**src/rtl/wb_pkg.sv**
```systemverilog
// Shared encodings for the MIPS write-back stage: write-back source selects and load sizes.
package wb_pkg;

   typedef logic [1:0] wb_sel_t;

   localparam wb_sel_t WB_SEL_ALU = 2'd0;
   localparam wb_sel_t WB_SEL_MEM = 2'd1;
   localparam wb_sel_t WB_SEL_PC8 = 2'd2;
   localparam wb_sel_t WB_SEL_IMM = 2'd3;

   localparam logic [1:0] LOAD_BYTE = 2'd0;
   localparam logic [1:0] LOAD_HALF = 2'd1;
   localparam logic [1:0] LOAD_WORD = 2'd2;

endpackage

```
**src/rtl/load_extract.sv**
```systemverilog
// Combinational load alignment: picks the addressed byte/halfword out of the raw load word and extends it.
module load_extract
   import wb_pkg::*;
#(
   parameter int BITS_SIZE = 32
) (
   input  logic [BITS_SIZE-1:0] i_mem_data,
   input  logic [1:0]           i_load_size,
   input  logic                 i_load_unsigned,
   input  logic [1:0]           i_addr_low,
   output logic [BITS_SIZE-1:0] o_data
);

   logic [7:0]  w_byte;
   logic [15:0] w_half;
   logic        w_byte_sign;
   logic        w_half_sign;

   assign w_byte      = i_mem_data[{i_addr_low, 3'b000} +: 8];
   // Only addr bit 1 matters for halfwords; misaligned accesses trap upstream.
   assign w_half      = i_addr_low[1] ? i_mem_data[31:16] : i_mem_data[15:0];
   assign w_byte_sign = ~i_load_unsigned & w_byte[7];
   assign w_half_sign = ~i_load_unsigned & w_half[15];

   always_comb begin
      o_data = i_mem_data;
      case (i_load_size)
         LOAD_BYTE: o_data = {{(BITS_SIZE-8){w_byte_sign}}, w_byte};
         LOAD_HALF: o_data = {{(BITS_SIZE-16){w_half_sign}}, w_half};
         default:   o_data = i_mem_data;
      endcase
   end

endmodule

```
**src/rtl/wb_select_stage.sv**
```systemverilog
// MEM/WB stage register with write-back source select, link destination forcing and $zero suppression.
// Define WB_LOAD_ALIGN_EN to align and extend byte/halfword loads; otherwise the raw load word is written.
module wb_select_stage
   import wb_pkg::*;
#(
   parameter int BITS_SIZE     = 32,
   parameter int REG_ADDR_BITS = 5,
   parameter int LINK_REG      = 31
) (
   input  logic                     i_clk,
   input  logic                     i_reset,
   input  logic                     i_stall,
   input  logic                     i_flush,
   input  logic                     i_valid,
   input  logic [1:0]               i_wb_sel,
   input  logic                     i_link,
   input  logic                     i_reg_write,
   input  logic [REG_ADDR_BITS-1:0] i_rd,
   input  logic [BITS_SIZE-1:0]     i_alu_result,
   input  logic [BITS_SIZE-1:0]     i_mem_data,
   input  logic [BITS_SIZE-1:0]     i_pc8,
   input  logic [BITS_SIZE-1:0]     i_imm,
   input  logic [1:0]               i_load_size,
   input  logic                     i_load_unsigned,
   input  logic [1:0]               i_addr_low,
   output logic                     o_valid,
   output logic                     o_reg_write,
   output logic [REG_ADDR_BITS-1:0] o_rd,
   output logic [BITS_SIZE-1:0]     o_data_write
);

   logic [BITS_SIZE-1:0]     w_mem_value;
   logic [BITS_SIZE-1:0]     w_wb_data;
   logic [REG_ADDR_BITS-1:0] w_dest;
   logic                     w_reg_write;

   logic                     r_valid;
   logic                     r_reg_write;
   logic [REG_ADDR_BITS-1:0] r_rd;
   logic [BITS_SIZE-1:0]     r_data_write;

`ifdef WB_LOAD_ALIGN_EN
   load_extract #(
      .BITS_SIZE(BITS_SIZE)
   ) u_load_extract (
      .i_mem_data     (i_mem_data),
      .i_load_size    (i_load_size),
      .i_load_unsigned(i_load_unsigned),
      .i_addr_low     (i_addr_low),
      .o_data         (w_mem_value)
   );
`else
   logic w_unused_load_ctrl;
   assign w_unused_load_ctrl = ^{i_load_size, i_load_unsigned, i_addr_low};
   assign w_mem_value        = i_mem_data;
`endif

   always_comb begin
      w_wb_data = i_alu_result;
      case (wb_sel_t'(i_wb_sel))
         WB_SEL_ALU: w_wb_data = i_alu_result;
         WB_SEL_MEM: w_wb_data = w_mem_value;
         WB_SEL_PC8: w_wb_data = i_pc8;
         WB_SEL_IMM: w_wb_data = i_imm;
         default:    w_wb_data = i_alu_result;
      endcase
   end

   // Writes to $zero are dropped here so the regfile never sees them.
   assign w_dest      = i_link ? REG_ADDR_BITS'(LINK_REG) : i_rd;
   assign w_reg_write = i_valid & i_reg_write & (w_dest != '0);

   always_ff @(posedge i_clk) begin
      if (i_reset || i_flush) begin
         r_valid      <= 1'b0;
         r_reg_write  <= 1'b0;
         r_rd         <= '0;
         r_data_write <= '0;
      end else if (!i_stall) begin
         r_valid      <= i_valid;
         r_reg_write  <= w_reg_write;
         r_rd         <= w_dest;
         r_data_write <= w_wb_data;
      end
   end

   assign o_valid      = r_valid;
   assign o_reg_write  = r_reg_write;
   assign o_rd         = r_rd;
   assign o_data_write = r_data_write;

endmodule

```
**config.mk**
```make
export PLATFORM = sky130hd
export DESIGN_NAME = wb_select_stage
export DESIGN_NICKNAME = d
export VERILOG_FILES = /design/src/rtl/wb_pkg.sv /design/src/rtl/load_extract.sv /design/src/rtl/wb_select_stage.sv
export SDC_FILE = /design/constraint.sdc
export NUM_CORES = 1
export LEC_CHECK = 0
export ABC_AREA = 0
export CAP_MARGIN = 20
export CORE_AREA = 3 3 92 94
export CTS_CLUSTER_DIAMETER = 50
export CTS_CLUSTER_SIZE = 30
export DETAILED_ROUTE_END_ITERATION = 12
export DIE_AREA = 0 0 95 97
export GPL_TIMING_DRIVEN = 0
export PLACE_DENSITY = 0.73
export SLEW_MARGIN = 0
export SYNTH_ARGS = -nofsm -noshare
export SYNTH_HDL_FRONTEND = slang
export SYNTH_SLANG_ARGS = --single-unit
```
**constraint.sdc**
```tcl
create_clock -name i_clk -period 2 [get_ports i_clk]
set_input_delay 0.6 -clock i_clk [delete_from_list [all_inputs] [get_ports i_clk]]
set_output_delay 0.6 -clock i_clk [all_outputs]
set_load 0.05 [all_outputs]
```
==> impl_summary.txt, run 1 <==
----------------------------------------------------
[Outcome]
  Run status ... finished clean

[STA]
  Period utilization ... about 90%
  RSZ-0062 raised after global routing ... false
  Worst Clk Skew ... 0 ns
  Measured slew at the worst slew-check pin ... 0.5321 ns
  Min Hold Slack ... ~0.47 ns
  Worst slew margin ... ~65%
  Highest clock rate ... 558.4 MHz
  Clock period minus worst slack ... 1.791 ns
  Setup TNS ... 0 ns
  Hold violation count in the final report ... 0
  Final Setup Violations ... 0
  Fin. max-slew vios ... 0

[Final layout]
  Number of antenna cells inserted ... 0
  Net count of the finished layout ... around 550
  Layout-stage area growth over the synthesis result ... 85.68%
  Ratio of cells with drive above 1 in the final layout ... 12.59%
  Number of non-filler instances in the completed layout ... roughly 510
  Number of inserted filler cells in the final layout ... 720
  Final standard cell area without fillers ... 0.004268 mm²

[Worst hold path]
  Hold/Removal Path Class ... reg2reg
  Beginning of the worst hold path ... o_data_write[9]

[Setup path]
  Top delay family on crit path ... buffers and inverters
  Critical path data required time ... between 1 and 1.5 ns
  Critical path buffers and inverters ... 1
  Max FO, Critical Path ... 2
  Worst R2R Start ... o_data_write[26]
  Crit path arrival time ... roughly 1.2 ns
  Slowest cell delay on critical path ... between 0.5 and 0.6 ns
  Crit-path cells ... dlygate4sd2_1
  WS Path Type ... reg2out
  Crit path from ... o_data_write[3]
  Endpoint type of the worst setup path ... primary output
  CP max-delay cell ... dlygate4sd2_1
  Kind of start point of the critical path ... register

[Power and ir drop]
  IR drop worst, VDD ... approximately 0.31 mV
  Leakage power of the design ... roughly 1.7 nW
  Areal power density over the cells ... approximately 530 mW/mm²

[Route]
  Via density ... ~5.0
  First-iteration detailed-routing DRC count ... 50
  Antenna violation net count after detailed routing ... 0
  Post-route DRC violation count ... 0
  Detail-routed net length per standard cell ... about 17 µm
  Number of iterations in the first detailed-routing pass ... 4
  Vias ... 2,537
  Detailed Route WL ... 8.447 mm

[Logic synthesis]
  Number of synthesized flops with an enable pin ... 0
  Seq cells post-synth ... 39
  Dominant cell by count in the synthesized netlist ... dfxtp_1
  Mean instance size in the synthesized netlist ... between 10 and 15 µm²
  Ys flop type ... dfxtp_1
  Most area-consuming cells after synthesis ... dfxtp_1 (34%), o221ai_2 (13%), mux2i_1 (11%)
  Commonest cells in the netlist ... dfxtp_1 (39), a21oi_1 (32), mux2i_1 (25), o2bb2ai_1 (24), o221ai_2 (20)
  Total nets after synthesis ... 367
  Part of the Yosys area used for sequential elements ... 33.97%
  Yosys warning count ... 0
  Share of the synthesized area in the top cell type ... between 30% and 40%
  Syn Std Cell Area ... roughly 0.0023 mm²
  Top cell type by total area after synthesis ... dfxtp_1
  Mapped Cells ... 220
  Count of distinct cell types in the synthesized netlist ... 25
  Share of async-settable or async-resettable flops after synthesis ... 0%

[Floorplanning]
  Width of the chip ... around 95 µm
  Number of top-level design ports ... between 150 and 200
  Die Area ... just over 0.009 mm²
  Area inside the core boundary ... approximately 0.0077 mm²
  Die Height ... a little under 100 µm
  Row count ... 32
  Initial Util ... between 20 and 30%

[Clock network]
  Clock Latency Late Sink ... just under 0.3 ns
  Maximum level of the CTS H-tree ... 2
  Clock Sinks ... 39
  CTS Buf Count ... 5
  CTS tree ... done
  Buffer type at the clock tree root ... clkbuf_8
  Clock slew at the register clock pins of the worst setup and hold paths ... 0.08 ns
  Post-CTS Resized ... 39
  Bufs on Longest Clock Path ... 2
  Number of post-CTS setup repair buffers ... 0
  Hold Buf Count CTS ... 0

[Placement]
  Port Buffer Count ... between 150 and 200
  Cell area after placement ... roughly 0.0042 mm²
  Routability Congestion ... 0.7445
  Detailed placement HPWL ... around 6.7 mm
  Cells after DPL ... ~500

[GRT]
  Wire length of the first global-routing pass ... ~13 mm
  Total global routing track utilization ... roughly 18%
  Vias in the first global route ... between 2,000 and 3,000
  Pin count of the biggest net entering global routing ... 13
  Grt ovf ... 0
  Antenna violations before repair ... 0

[Job]
  Number of violations of the max-capacitance limit ... 0

----------------------------------------------------
[sequential cells by signal, indices dropped and copies added, names as in the netlist]
name,flops
o_reg_write,1
o_rd,5
o_valid,1
o_data_write,32
[routing by layer]
metal  global-route usage (%)  share of wire, %  vias up
li1                         -                 -     1229
met1                    19.97                38     1202
met2                    33.57                52      102
met3                    4.666               8.6        4
met4                    2.997              0.52        0
met5                        0                 0        -
[placed cells by master (no fill, tap or decap)]
| master | n |
|---|---|
| clkdlybuf4s50_1 | 138 |
| dfxtp_1 | 39 |
| dlygate4sd2_1 | 39 |
| a21oi_1 | 32 |
| mux2i_1 | 25 |
| o2bb2ai_1 | 24 |
| o221ai_2 | 20 |
| nand2_1 | 16 |
| clkbuf_1 | 9 |
| buf_2 | 7 |
| nor2_1 | 7 |
| nor3_1 | 7 |
| clkbuf_8 | 6 |
| buf_6 | 5 |
| mux4_2 | 5 |
| o21ai_0 | 5 |
| o221ai_1 | 4 |
| mux4_1 | 3 |
| buf_12 | 2 |
| inv_2 | 1 |
| buf_4 | 1 |
| or2_1 | 1 |
| or3b_1 | 1 |
| buf_1 | 1 |
| or2_2 | 1 |
| clkbuf_2 | 1 |
| or4_1 | 1 |
| nand4_1 | 1 |
| nand3_1 | 1 |
| clkinv_2 | 1 |
| bufinv_16 | 1 |
[where the power goes]
| part | leakage (nW) | switching, mW | total, mW | internal [mW] |
|---|---|---|---|---|
| combinational | 1.34 | 0.333 | 0.729 | 0.396 |
| clock | 0.0612 | 0.286 | 0.690 | 0.404 |
| sequential | 0.319 | 0.0186 | 0.830 | 0.811 |
| total | 1.72 | 0.638 | 2.25 | 1.61 |
[worst paths after layout]
| path | end | slack [ns] | depth (start not counted) |
|---|---|---|---|
| min reg2reg | o_data_write[9] | 0.47 | 2 |
| max | o_data_write[3] | 0.21 | 1 |
| min | o_data_write[9] | 0.47 | 2 |
| max reg2reg | o_data_write[26] | 1.31 | 2 |
[per-stage QoR]
| stage | worst slack [ns] | power, mW | util (%) |
|---|---|---|---|
| after floorplan | 0.3429 | 1.203 | - |
| after global placement | -0.1329 | 1.600 | 54.32 |
| after detailed placement | -0.1923 | 1.608 | 54.32 |
| after CTS | 0.1153 | 2.278 | 55.21 |
| after global routing | 0.1127 | 2.352 | 55.23 |
| final | 0.2093 | 2.249 | 55.23 |
[cell type report]
| class | instances | area, µm² | share of cell area [%] |
|---|---|---|---|
| well taps | 102 | 127.6 | 2.990 |
| clock inverters | 2 | 35.03 | 0.8209 |
| plain buffers | 26 | 181.4 | 4.251 |
| multi-input cells | 154 | 1334 | 31.25 |
| inverters | 1 | 3.754 | 0.08795 |
| flip-flops and latches | 39 | 780.7 | 18.29 |
| clock buffers | 6 | 82.58 | 1.935 |
| repair buffers | 177 | 1723 | 40.37 |
[cells by family (layout without fill, tap and decap cells)]
family / count (synthesis) / count (layout) / synth area share, %
mux: 33 / 33 / 19.22
compound gates: 85 / 85 / 31.79
simple gates: 36 / 36 / 7.023
buf+inv: 27 / 212 / 8.002
flops: 39 / 39 / 33.97
Note: power is estimated with default switching activity, not from simulation.
==> run 2: changes to the inputs <==
--- a/config.mk
+++ b/config.mk
@@ -13,6 +13,7 @@
 export DETAILED_ROUTE_END_ITERATION = 12
 export DIE_AREA = 0 0 95 97
 export GPL_TIMING_DRIVEN = 0
+export HOLD_SLACK_MARGIN = 0.1
 export PLACE_DENSITY = 0.73
 export SLEW_MARGIN = 0
 export SYNTH_ARGS = -nofsm -noshare
==> results of run 2 <==
Same layout as run 1: the final DEF is identical, and so are final timing and power.
